===== config.mk =====
export PLATFORM = sky130hd
export DESIGN_NAME = mem_arbiter_flat
export DESIGN_NICKNAME = d
export VERILOG_FILES = /design/src/rtl/mem_arbiter_if.sv /design/src/rtl/mem_arbiter.sv /design/src/flat_wrapper.sv
export SDC_FILE = /design/constraint.sdc
export NUM_CORES = 1
export LEC_CHECK = 0
export BUFFER_PORTS_ARGS = -buffer_cell sky130_fd_sc_hd__buf_2
export CORE_ASPECT_RATIO = 1.1
export CORE_MARGIN = 10
export CORE_UTILIZATION = 35
export DETAILED_ROUTE_END_ITERATION = 12
export GPL_ROUTABILITY_DRIVEN = 1
export PLACE_DENSITY = 0.66
export SYNTH_ARGS = -nofsm -noshare
export SYNTH_HDL_FRONTEND = slang
export SYNTH_SLANG_ARGS = --single-unit

===== constraint.sdc =====
create_clock -name clk -period 1.7 [get_ports clk]
set_clock_uncertainty 0.05 [all_clocks]
set_input_delay 0.255 -clock clk [delete_from_list [all_inputs] [get_ports clk]]
set_output_delay 0.255 -clock clk [all_outputs]
set_load 0.01 [all_outputs]

===== src/rtl/mem_arbiter_if.sv =====
// Memory arbiter bus bundle: IF and LS request ports plus the shared memory port.
// The arbiter takes the slave view; the front ends and memory model take the master view.
interface mem_arbiter_if;
    logic        if_req;
    logic [31:0] if_addr;
    logic [31:0] if_rdata;
    logic        if_ack;
    logic        ls_req;
    logic        ls_wren;
    logic [31:0] ls_addr;
    logic [31:0] ls_wdata;
    logic [31:0] ls_rdata;
    logic        ls_ack;
    logic        bus_err;
    logic        mem_req;
    logic        mem_wren;
    logic [31:0] mem_addr;
    logic [31:0] mem_wdata;
    logic [31:0] mem_rdata;
    logic        mem_ready;
    logic        owner;

    modport slave (
        input  if_req, if_addr, ls_req, ls_wren, ls_addr, ls_wdata,
        input  mem_rdata, mem_ready,
        output if_rdata, if_ack, ls_rdata, ls_ack, bus_err,
        output mem_req, mem_wren, mem_addr, mem_wdata, owner
    );

    modport master (
        output if_req, if_addr, ls_req, ls_wren, ls_addr, ls_wdata,
        output mem_rdata, mem_ready,
        input  if_rdata, if_ack, ls_rdata, ls_ack, bus_err,
        input  mem_req, mem_wren, mem_addr, mem_wdata, owner
    );
endinterface


===== src/rtl/mem_arbiter.sv =====
// Shares one memory port between fetch (IF) and load/store (LS).
// LS has priority, bounded by a streak limit so IF cannot starve; stuck accesses time out.
module mem_arbiter #(
    parameter int MAX_LS_STREAK  = 4,
    parameter int TIMEOUT_CYCLES = 64
) (
    input  logic          clk,
    input  logic          rst,
    mem_arbiter_if.slave  bus
);
    localparam int SW = $clog2(MAX_LS_STREAK + 1);
    localparam int TW = $clog2(TIMEOUT_CYCLES);
    localparam logic [SW-1:0] SMAX = SW'(MAX_LS_STREAK);
    localparam logic [TW-1:0] TMAX = TW'(TIMEOUT_CYCLES - 1);

    typedef enum logic [1:0] {IDLE, ACCESS, RESP} state_t;

    state_t        state_q, state_d;
    logic [SW-1:0] streak_q, streak_d;
    logic [TW-1:0] timer_q, timer_d;
    logic          owner_q, owner_d;
    logic          wren_q, wren_d;
    logic          err_q, err_d;
    logic [31:0]   addr_q, addr_d;
    logic [31:0]   wdata_q, wdata_d;
    logic [31:0]   rdata_q, rdata_d;

    logic ls_wins;
    assign ls_wins = bus.ls_req && !(bus.if_req && streak_q == SMAX);

    // Next-state: arbitration in IDLE, completion/timeout in ACCESS, single ack cycle in RESP
    always_comb begin
        state_d  = state_q;
        streak_d = streak_q;
        timer_d  = timer_q;
        owner_d  = owner_q;
        wren_d   = wren_q;
        err_d    = err_q;
        addr_d   = addr_q;
        wdata_d  = wdata_q;
        rdata_d  = rdata_q;
        unique case (state_q)
            IDLE: begin
                if (ls_wins) begin
                    state_d  = ACCESS;
                    owner_d  = 1'b1;
                    wren_d   = bus.ls_wren;
                    addr_d   = bus.ls_addr;
                    wdata_d  = bus.ls_wdata;
                    timer_d  = '0;
                    streak_d = bus.if_req ? streak_q + 1'b1 : '0;
                end else if (bus.if_req) begin
                    state_d  = ACCESS;
                    owner_d  = 1'b0;
                    wren_d   = 1'b0;
                    addr_d   = bus.if_addr;
                    wdata_d  = '0;
                    timer_d  = '0;
                    streak_d = '0;
                end
            end
            ACCESS: begin
                if (bus.mem_ready) begin
                    state_d = RESP;
                    rdata_d = wren_q ? 32'd0 : bus.mem_rdata;
                    err_d   = 1'b0;
                end else if (timer_q == TMAX) begin
                    state_d = RESP;
                    rdata_d = '0;
                    err_d   = 1'b1;
                end else begin
                    timer_d = timer_q + 1'b1;
                end
            end
            RESP: begin
                state_d = IDLE;
            end
            default: begin
                state_d = IDLE;
            end
        endcase
    end

    // State and datapath registers; reset clears everything so all outputs read 0
    always_ff @(posedge clk) begin
        if (rst) begin
            state_q  <= IDLE;
            streak_q <= '0;
            timer_q  <= '0;
            owner_q  <= 1'b0;
            wren_q   <= 1'b0;
            err_q    <= 1'b0;
            addr_q   <= '0;
            wdata_q  <= '0;
            rdata_q  <= '0;
        end else begin
            state_q  <= state_d;
            streak_q <= streak_d;
            timer_q  <= timer_d;
            owner_q  <= owner_d;
            wren_q   <= wren_d;
            err_q    <= err_d;
            addr_q   <= addr_d;
            wdata_q  <= wdata_d;
            rdata_q  <= rdata_d;
        end
    end

    logic in_access;
    logic in_resp;
    assign in_access = (state_q == ACCESS);
    assign in_resp   = (state_q == RESP);

    assign bus.mem_req   = in_access;
    assign bus.mem_wren  = in_access && wren_q;
    assign bus.mem_addr  = addr_q;
    assign bus.mem_wdata = wdata_q;
    assign bus.owner     = owner_q;
    assign bus.if_ack    = in_resp && !owner_q;
    assign bus.ls_ack    = in_resp && owner_q;
    assign bus.bus_err   = in_resp && err_q;
    assign bus.if_rdata  = owner_q ? 32'd0 : rdata_q;
    assign bus.ls_rdata  = owner_q ? rdata_q : 32'd0;
endmodule


===== src/flat_wrapper.sv =====
// flat-port wrapper written by rule: the top's interface ports become plain ports
module mem_arbiter_flat 
#(
    parameter int MAX_LS_STREAK  = 4,
    parameter int TIMEOUT_CYCLES = 64
)
  (clk, rst, bus_if_req, bus_if_addr, bus_ls_req, bus_ls_wren, bus_ls_addr, bus_ls_wdata, bus_mem_rdata, bus_mem_ready, bus_if_rdata, bus_if_ack, bus_ls_rdata, bus_ls_ack, bus_bus_err, bus_mem_req, bus_mem_wren, bus_mem_addr, bus_mem_wdata, bus_owner);
  mem_arbiter_if bus_i ();
  input  logic clk;
  input  logic rst;
  input wire logic [$bits(bus_i.if_req)-1:0] bus_if_req;
  input wire logic [$bits(bus_i.if_addr)-1:0] bus_if_addr;
  input wire logic [$bits(bus_i.ls_req)-1:0] bus_ls_req;
  input wire logic [$bits(bus_i.ls_wren)-1:0] bus_ls_wren;
  input wire logic [$bits(bus_i.ls_addr)-1:0] bus_ls_addr;
  input wire logic [$bits(bus_i.ls_wdata)-1:0] bus_ls_wdata;
  input wire logic [$bits(bus_i.mem_rdata)-1:0] bus_mem_rdata;
  input wire logic [$bits(bus_i.mem_ready)-1:0] bus_mem_ready;
  output wire logic [$bits(bus_i.if_rdata)-1:0] bus_if_rdata;
  output wire logic [$bits(bus_i.if_ack)-1:0] bus_if_ack;
  output wire logic [$bits(bus_i.ls_rdata)-1:0] bus_ls_rdata;
  output wire logic [$bits(bus_i.ls_ack)-1:0] bus_ls_ack;
  output wire logic [$bits(bus_i.bus_err)-1:0] bus_bus_err;
  output wire logic [$bits(bus_i.mem_req)-1:0] bus_mem_req;
  output wire logic [$bits(bus_i.mem_wren)-1:0] bus_mem_wren;
  output wire logic [$bits(bus_i.mem_addr)-1:0] bus_mem_addr;
  output wire logic [$bits(bus_i.mem_wdata)-1:0] bus_mem_wdata;
  output wire logic [$bits(bus_i.owner)-1:0] bus_owner;
  assign bus_i.if_req = bus_if_req;
  assign bus_i.if_addr = bus_if_addr;
  assign bus_i.ls_req = bus_ls_req;
  assign bus_i.ls_wren = bus_ls_wren;
  assign bus_i.ls_addr = bus_ls_addr;
  assign bus_i.ls_wdata = bus_ls_wdata;
  assign bus_i.mem_rdata = bus_mem_rdata;
  assign bus_i.mem_ready = bus_mem_ready;
  assign bus_if_rdata = bus_i.if_rdata;
  assign bus_if_ack = bus_i.if_ack;
  assign bus_ls_rdata = bus_i.ls_rdata;
  assign bus_ls_ack = bus_i.ls_ack;
  assign bus_bus_err = bus_i.bus_err;
  assign bus_mem_req = bus_i.mem_req;
  assign bus_mem_wren = bus_i.mem_wren;
  assign bus_mem_addr = bus_i.mem_addr;
  assign bus_mem_wdata = bus_i.mem_wdata;
  assign bus_owner = bus_i.owner;
  mem_arbiter #(.MAX_LS_STREAK(MAX_LS_STREAK), .TIMEOUT_CYCLES(TIMEOUT_CYCLES)) u_core (.clk(clk), .rst(rst), .bus(bus_i));
endmodule

==> results of run 1 <==
==> cell families (layout without fill, tap and decap cells) <==
group                      after synthesis  in the layout  synth area share
and+or+nand+nor                        267            267             0.306
DFF                                    110            110             0.476
AOI/OAI and AO/OA                       89             89             0.149
adders and majority gates                3              3           0.00811
buffers and inverters                   53            309            0.0584
muxes                                    1              1           0.00216
==> registers in the layout, indices dropped and copies added (netlist names) <==
register,flops
u_core.timer_q,6
u_core.wren_q,1
u_core.bus.owner,1
u_core.err_q,1
u_core.bus.mem_addr,32
u_core.state_q,2
u_core.rdata_q,32
u_core.streak_q,3
u_core.bus.mem_wdata,32
==> metrics by stage <==
step	TNS [ps]	cell area (sq um)	hold WS (ps)
after CTS	0	6470	55.2
after detailed placement	-35.8	6160	416
final	0	6630	73.1
after floorplan	0	4630	338
after global placement	0	6160	414
after global routing	0	6630	57.7
==> final cells by class <==
type,instances,area (sq um)
inverters,4,20.0
clock buffers,11,253
well taps,161,201
fillers,1229,6470
flip-flops and latches,110,2210
repair buffers,289,1660
multi-input cells,360,2220
clock inverters,5,63.8
==> cell usage after synthesis (all sizes together), types with 2 or more instances <==
cell,n,area share
a21oi,11,0.014
nor3b,3,0.0049
o21ai,4,0.0051
nand2b,2,0.0043
dfxtp,110,0.48
and3,2,0.0027
nor4,34,0.046
nand3b,2,0.0032
nor2b,32,0.043
ha,3,0.0081
nand3,4,0.0054
a22oi,33,0.054
a211oi,2,0.0043
inv,4,0.0038
buf,32,0.041
nor3,66,0.072
nand2,6,0.0049
o31ai,2,0.0043
clkbuf,17,0.014
or4,2,0.0032
nor2,74,0.061
and3b,2,0.0038
and2,35,0.047
a22o,32,0.061
a31oi,2,0.0027
==> cells in the final DEF, fill, tap and decap left out, types with 5 or more instances in the layout <==
master,n
buf_12,8
nor3_1,65
nor2_1,72
dfxtp_2,5
nor2b_1,32
buf_2,267
nor4_1,31
clkbuf_16,12
buf_4,9
a21oi_1,9
nand2_1,6
a22o_1,32
and2_1,35
a22oi_1,33
dfxtp_1,105
==> routing by layer <==
metal	GRT usage	vias up	share of wire
met5	0	-	0
met4	0.0468	0	0.011
met3	0.0833	13	0.13
met2	0.262	225	0.46
met1	0.192	2196	0.40
li1	-	2367	-
==> critical path, delay by kind of cell (launching register included) <==
kind | cells | cell delay, ps
simple gates | 4 | 650
flops | 1 | 350
buf+inv | 2 | 260
fa+ha+maj | 1 | 220
==> report_power, final <==
part	leakage [uW]	switching [uW]	internal, uW	total [uW]
sequential	0.000904	103	2750	2860
combinational	0.00216	672	537	1210
clock	0.000158	969	1240	2210
==> timing repair <==
action,in CTS,in global routing
buffers inserted,0,2
endpoints found under the setup margin,0,69
gates resized for setup,0,17
==> worst paths after layout <==
kind                                           endpoint  slack [ps]
worst max-delay path            u_core.bus.mem_addr[25]          50
worst min-delay path                 u_core.rdata_q[18]          70
worst max register to register  u_core.bus.mem_addr[25]          50
worst min register to register       u_core.rdata_q[30]         430
==> out/qor.log, run 1 <==
INFO  status         status=complete, no violations
INFO  logic_synthesis syn-instance-count=523
INFO  worst_setup_path setup.worst_path.class=reg2reg
INFO  logic_synthesis synth-warning-count=0
INFO  worst_setup_path critical_path.reg2reg.startpoint=u_core.streak_q[0]
INFO  clocking       tritoncts_num_sinks=110
INFO  floorplan      floorplan.die_area=18200squm
INFO  global_routing largest_net_degree_at_the_start_of_global_routing=69
INFO  worst_setup_path critical_path_maximum_fanout=32
INFO  clocking       cts.clk_slew.worst_paths=80ps
INFO  global_routing number_of_antenna_violations_at_the_first_check_in_global_routing=0
INFO  timing         rsz0062_at_grt=no
INFO  worst_setup_path worstRegToRegCells=7
INFO  worst_setup_path critical_path.startpoint=u_core.streak_q[0]
INFO  floorplan      io_pins=268
INFO  floorplan      fp.dieH=141um
INFO  timing         fmax=608MHz
INFO  worst_setup_path critPathMaxStageDelay=350ps
INFO  placement      buffer_ports.inserted=267
INFO  placement      placed_cells=919
INFO  clocking       clkLatencyLatePin=350ps
INFO  logic_synthesis synthesis.nets=660
INFO  clocking       htree_num_levels=3
INFO  floorplan      placeableCoreArea=13100squm
INFO  placement      gpl.final_weighted_congestion=0.817
INFO  power_and_ir_drop design_power_total=6280uW
INFO  final_layout   layout.nets=911
INFO  worst_setup_path critical_path_arrival=1840ps
INFO  timing         finalHoldViolations=0
INFO  routing        drt-vias-per-instance=5.11
INFO  timing         setup-violations-final=0
INFO  global_routing global_route_wire_length_before_repair=24600um
INFO  final_layout   synthToLayoutAreaGrowth=43.2%
INFO  logic_synthesis ys_seq_elements=110
INFO  logic_synthesis avgSynthCellArea=8.85squm
INFO  final_layout   instances_no_fill=940
INFO  timing         period_share=0.968
INFO  global_routing first_global_vias=4595
INFO  worst_setup_path worstSetupEndpointType=register
INFO  clocking       clk_path_buf_depth=2
INFO  logic_synthesis synth_flop_cell=dfxtp_1
INFO  timing         final_max_slew_viol_count=0
INFO  worst_setup_path path_cells=inv_1, ha_1, nand3_2, and2_1, buf_12, nor3_1, nor4_1
INFO  worst_setup_path slowest_stage=dfxtp_1
INFO  routing        ant_nets=0
INFO  power_and_ir_drop static-leakage-power=0.00322uW
INFO  global_routing globalRoute.totalOverflow=0
INFO  clocking       cts_inserted_buffers=9
INFO  routing        drt_first_pass_iters=6
INFO  placement      placement.setup.worst_slack=-19.9ps
INFO  global_routing track_usage=0.165
INFO  clocking       ctsHoldBuffers=0
INFO  power_and_ir_drop peakVddDrop=495uV
INFO  final_layout   antenna_cells=0
INFO  routing        routedWlPerCell=17.7um
INFO  logic_synthesis yosys.cell_types.count=44
INFO  floorplan      std_cell_rows=44
INFO  timing         setup_ws=54.7ps
INFO  flow_run       drv_cap=0
INFO  floorplan      starting_density_of_the_core=0.353
INFO  power_and_ir_drop power_per_cell_area=947nW/um^2
INFO  worst_hold_path min-delay-path-class=in2reg
INFO  floorplan      die_width=130um
INFO  logic_synthesis syn-cell-area=4630squm
INFO  placement      place.detailed.hpwl=12400um
INFO  clocking       cts_tree=done
INFO  logic_synthesis async_reset_ff_frac=0
INFO  timing         post-route-min-period=1650ps
INFO  worst_setup_path required=1890ps
INFO  logic_synthesis seq_area_frac_synth=0.476
INFO  final_layout   finish.utilization=0.506
INFO  worst_hold_path min_path_cells=2
INFO  routing        route.detailed.drc=0
INFO  worst_setup_path timing.critical_path.from_type=register
INFO  routing        drt-initial-drc-count=212
INFO  logic_synthesis synth_enable_flop_cells=0
INFO  timing         timing.max_slew.rel_slack=0.609
INFO  timing         max_slew.worst_pin.slew=582ps
INFO  routing        dr_total_vias=4801
INFO  final_layout   post_route_cells_drive_above_1_share=0.420
INFO  routing        total_detailed_routing_wirelength=16600um
INFO  worst_hold_path worstHoldStart=bus_mem_rdata[18]
INFO  clocking       root_buffer=clkbuf_16
Note: power is estimated with default switching activity, not from simulation.
==> run 2, diff against run 1 <==
--- a/config.mk
+++ b/config.mk
@@ -8,10 +8,11 @@
 export BUFFER_PORTS_ARGS = -buffer_cell sky130_fd_sc_hd__buf_2
 export CORE_ASPECT_RATIO = 1.1
 export CORE_MARGIN = 10
-export CORE_UTILIZATION = 35
+export CORE_UTILIZATION = 44
+export CTS_CLUSTER_SIZE = 16
 export DETAILED_ROUTE_END_ITERATION = 12
 export GPL_ROUTABILITY_DRIVEN = 1
-export PLACE_DENSITY = 0.66
+export PLACE_DENSITY = 0.8
 export SYNTH_ARGS = -nofsm -noshare
 export SYNTH_HDL_FRONTEND = slang
 export SYNTH_SLANG_ARGS = --single-unit
==> run 2 against run 1 <==
Effect of this change: critical endpoint is now bus_mem_wren; cell area fell by 2.3%; global-route usage increased by 3.0 points; register-to-register slack improved by 50 ps; via count is 0.62% higher; utilization rose by 12 points; non-clock buffer count down 8; sequential share of layout area increased by 0.74 points; maximum frequency grew 2.5%; worst setup slack better by 40 ps; combinational power down 4%; total power is 4.7% lower; clock-buffer cell count is 2 higher; largest power group unchanged.
==> out/qor.log, run 2 (synthesis gave the netlist of run 1 again) <==
INFO  placement      placed_cells=898 [-2.3%]
INFO  floorplan      die_width=118um [-9.1%]
INFO  timing         timing.max_slew.rel_slack=0.546 [-0.0638]
INFO  global_routing first_global_vias=4820 [+4.9%]
INFO  floorplan      floorplan.die_area=15000squm [-18%]
INFO  worst_hold_path min-delay-path-class=in2reg
INFO  global_routing global_route_wire_length_before_repair=24600um [+0.20%]
INFO  routing        total_detailed_routing_wirelength=15900um [-4.8%]
INFO  final_layout   layout.nets=904 [-0.77%]
INFO  clocking       htree_num_levels=3 [unchanged]
INFO  timing         post-route-min-period=1610ps [-40.2 ps]
INFO  routing        drt-initial-drc-count=315 [+49%]
INFO  floorplan      io_pins=268 [unchanged]
INFO  routing        drt-vias-per-instance=5.27 [+3.1%]
INFO  power_and_ir_drop peakVddDrop=556uV [+12%]
INFO  clocking       clk_path_buf_depth=2 [unchanged]
INFO  clocking       clkLatencyLatePin=340ps [about the same]
INFO  final_layout   finish.utilization=0.626 [+0.120]
INFO  timing         setup-violations-final=0 [unchanged]
INFO  clocking       cts_inserted_buffers=9 [unchanged]
INFO  floorplan      std_cell_rows=39 [-11%]
INFO  clocking       root_buffer=clkbuf_16
INFO  worst_setup_path required=1390ps [-500 ps]
INFO  power_and_ir_drop static-leakage-power=0.00314uW [-2.4%]
INFO  routing        route.detailed.drc=0 [unchanged]
INFO  routing        dr_total_vias=4831 [+0.62%]
INFO  placement      gpl.final_weighted_congestion=0.787 [-3.6%]
INFO  timing         rsz0062_at_grt=no
INFO  flow_run       drv_cap=0 [unchanged]
INFO  floorplan      placeableCoreArea=10300squm [-21%]
INFO  placement      buffer_ports.inserted=267 [unchanged]
INFO  clocking       cts.clk_slew.worst_paths=70ps [about the same]
INFO  global_routing largest_net_degree_at_the_start_of_global_routing=81 [+17%]
INFO  clocking       ctsHoldBuffers=0 [unchanged]
INFO  clocking       cts.repair_timing.setup_buffer_count=0 [unchanged]
INFO  timing         final_max_slew_viol_count=0 [unchanged]
INFO  clocking       cts_tree=done
INFO  final_layout   synthToLayoutAreaGrowth=39.8%
INFO  global_routing globalRoute.totalOverflow=0 [unchanged]
INFO  final_layout   post_route_cells_drive_above_1_share=0.409 [-0.0104]
INFO  worst_setup_path critical_path_arrival=1300ps [-540 ps]
INFO  worst_setup_path critical_path_maximum_fanout=9 [-72%]
INFO  routing        ant_nets=0 [unchanged]
INFO  worst_setup_path timing.critical_path.from_type=register
INFO  timing         worst_hold_slack=79.5ps [+6.39 ps]
INFO  floorplan      fp.dieH=128um [-9.3%]
INFO  floorplan      starting_density_of_the_core=0.448 [+0.0942]
INFO  timing         finalHoldViolations=0 [unchanged]
INFO  power_and_ir_drop power_per_cell_area=924nW/um^2 [-2.4%]
INFO  timing         max_slew.worst_pin.slew=679ps [+96.9 ps]
INFO  status         status=complete, no violations
INFO  placement      place.detailed.hpwl=11800um [-5.1%]
INFO  worst_setup_path setup.worst_path.class=reg2out
INFO  final_layout   instances_no_fill=917 [-2.4%]
INFO  clocking       tritoncts_num_sinks=110 [unchanged]
INFO  timing         fmax=623MHz [+2.5%]
INFO  worst_setup_path worstSetupEndpointType=primary output
INFO  global_routing number_of_antenna_violations_at_the_first_check_in_global_routing=2 [+2]
INFO  routing        drt_first_pass_iters=5 [-1]
INFO  final_layout   layout_common_cells=buf_2, dfxtp_1, nor2_1
INFO  global_routing track_usage=0.195 [+0.0300]
INFO  routing        routedWlPerCell=17.3um [-2.4%]
INFO  timing         period_share=0.944 [-0.0236]
INFO  final_layout   layout.cells.most_common=buf_2
==> run 2: per-stage QoR <==
stage / setup TNS, ps / instance area [sq um] / total power, uW / setup slack, ps
global route: 0 / 6470 / 6270 / 5.24
global placement: -1330 / 6120 / 4010 / -43.3
detailed placement: -3100 / 6120 / 4060 / -120
CTS: 0 / 6420 / 6020 / 22.1
floorplan: 0 / 4630 / 3540 / 154
finish: 0 / 6470 / 5980 / 94.8
==> run 2: worst paths after layout <==
path | startpoint | end | slack [ps] | cells past startpoint
worst max-delay path | u_core.state_q[1] | bus_mem_wren | 90 | 5
worst min register to register | u_core.streak_q[0] | u_core.streak_q[0] | 440 | 2
worst min-delay path | bus_mem_rdata[21] | u_core.rdata_q[21] | 80 | 2
worst max register to register | u_core.streak_q[0] | u_core.bus.mem_addr[13] | 100 | 7
==> run 2: layout make-up <==
type / instances / area [sq um]
antenna: 2 / 5.00
clock inverter: 3 / 18.8
clock buffer: 13 / 260
tap: 143 / 179
sequential: 110 / 2200
fill: 890 / 3870
inverter: 4 / 17.5
timing repair buffer: 281 / 1550
multi-input combinational: 361 / 2230
==> run 2: critical path, cell delays in order, from the launching register on <==
cell and delay [ps]:
dfxtp_1 330, nand2b_4 140, inv_4 30, buf_4 160
and2_1 160, buf_2 140
==> run 2: timing repair <==
item / CTS / global route
gates resized for setup: 2 / 9
cloned: 1 / 0
pin swaps: 1 / 10
endpoints found under the setup margin: 33 / 43
==> run 2: layer usage <==
| layer | GRT usage | wire, um | vias up | share of wire |
|---|---|---|---|---|
| met5 | 0 | 0 | - | 0 |
| met4 | 0.0597 | 221 | 0 | 0.014 |
| met3 | 0.0811 | 1610 | 18 | 0.10 |
| met2 | 0.327 | 7620 | 226 | 0.48 |
| met1 | 0.224 | 6400 | 2229 | 0.40 |
| li1 | - | - | 2358 | - |
==> run 2: where the power goes <==
group          total (uW)  leakage (uW)  internal [uW]  switching [uW]
logic                1160       0.00210            508             651
clock network        1960      0.000140           1070             890
registers            2860      0.000903           2750             104
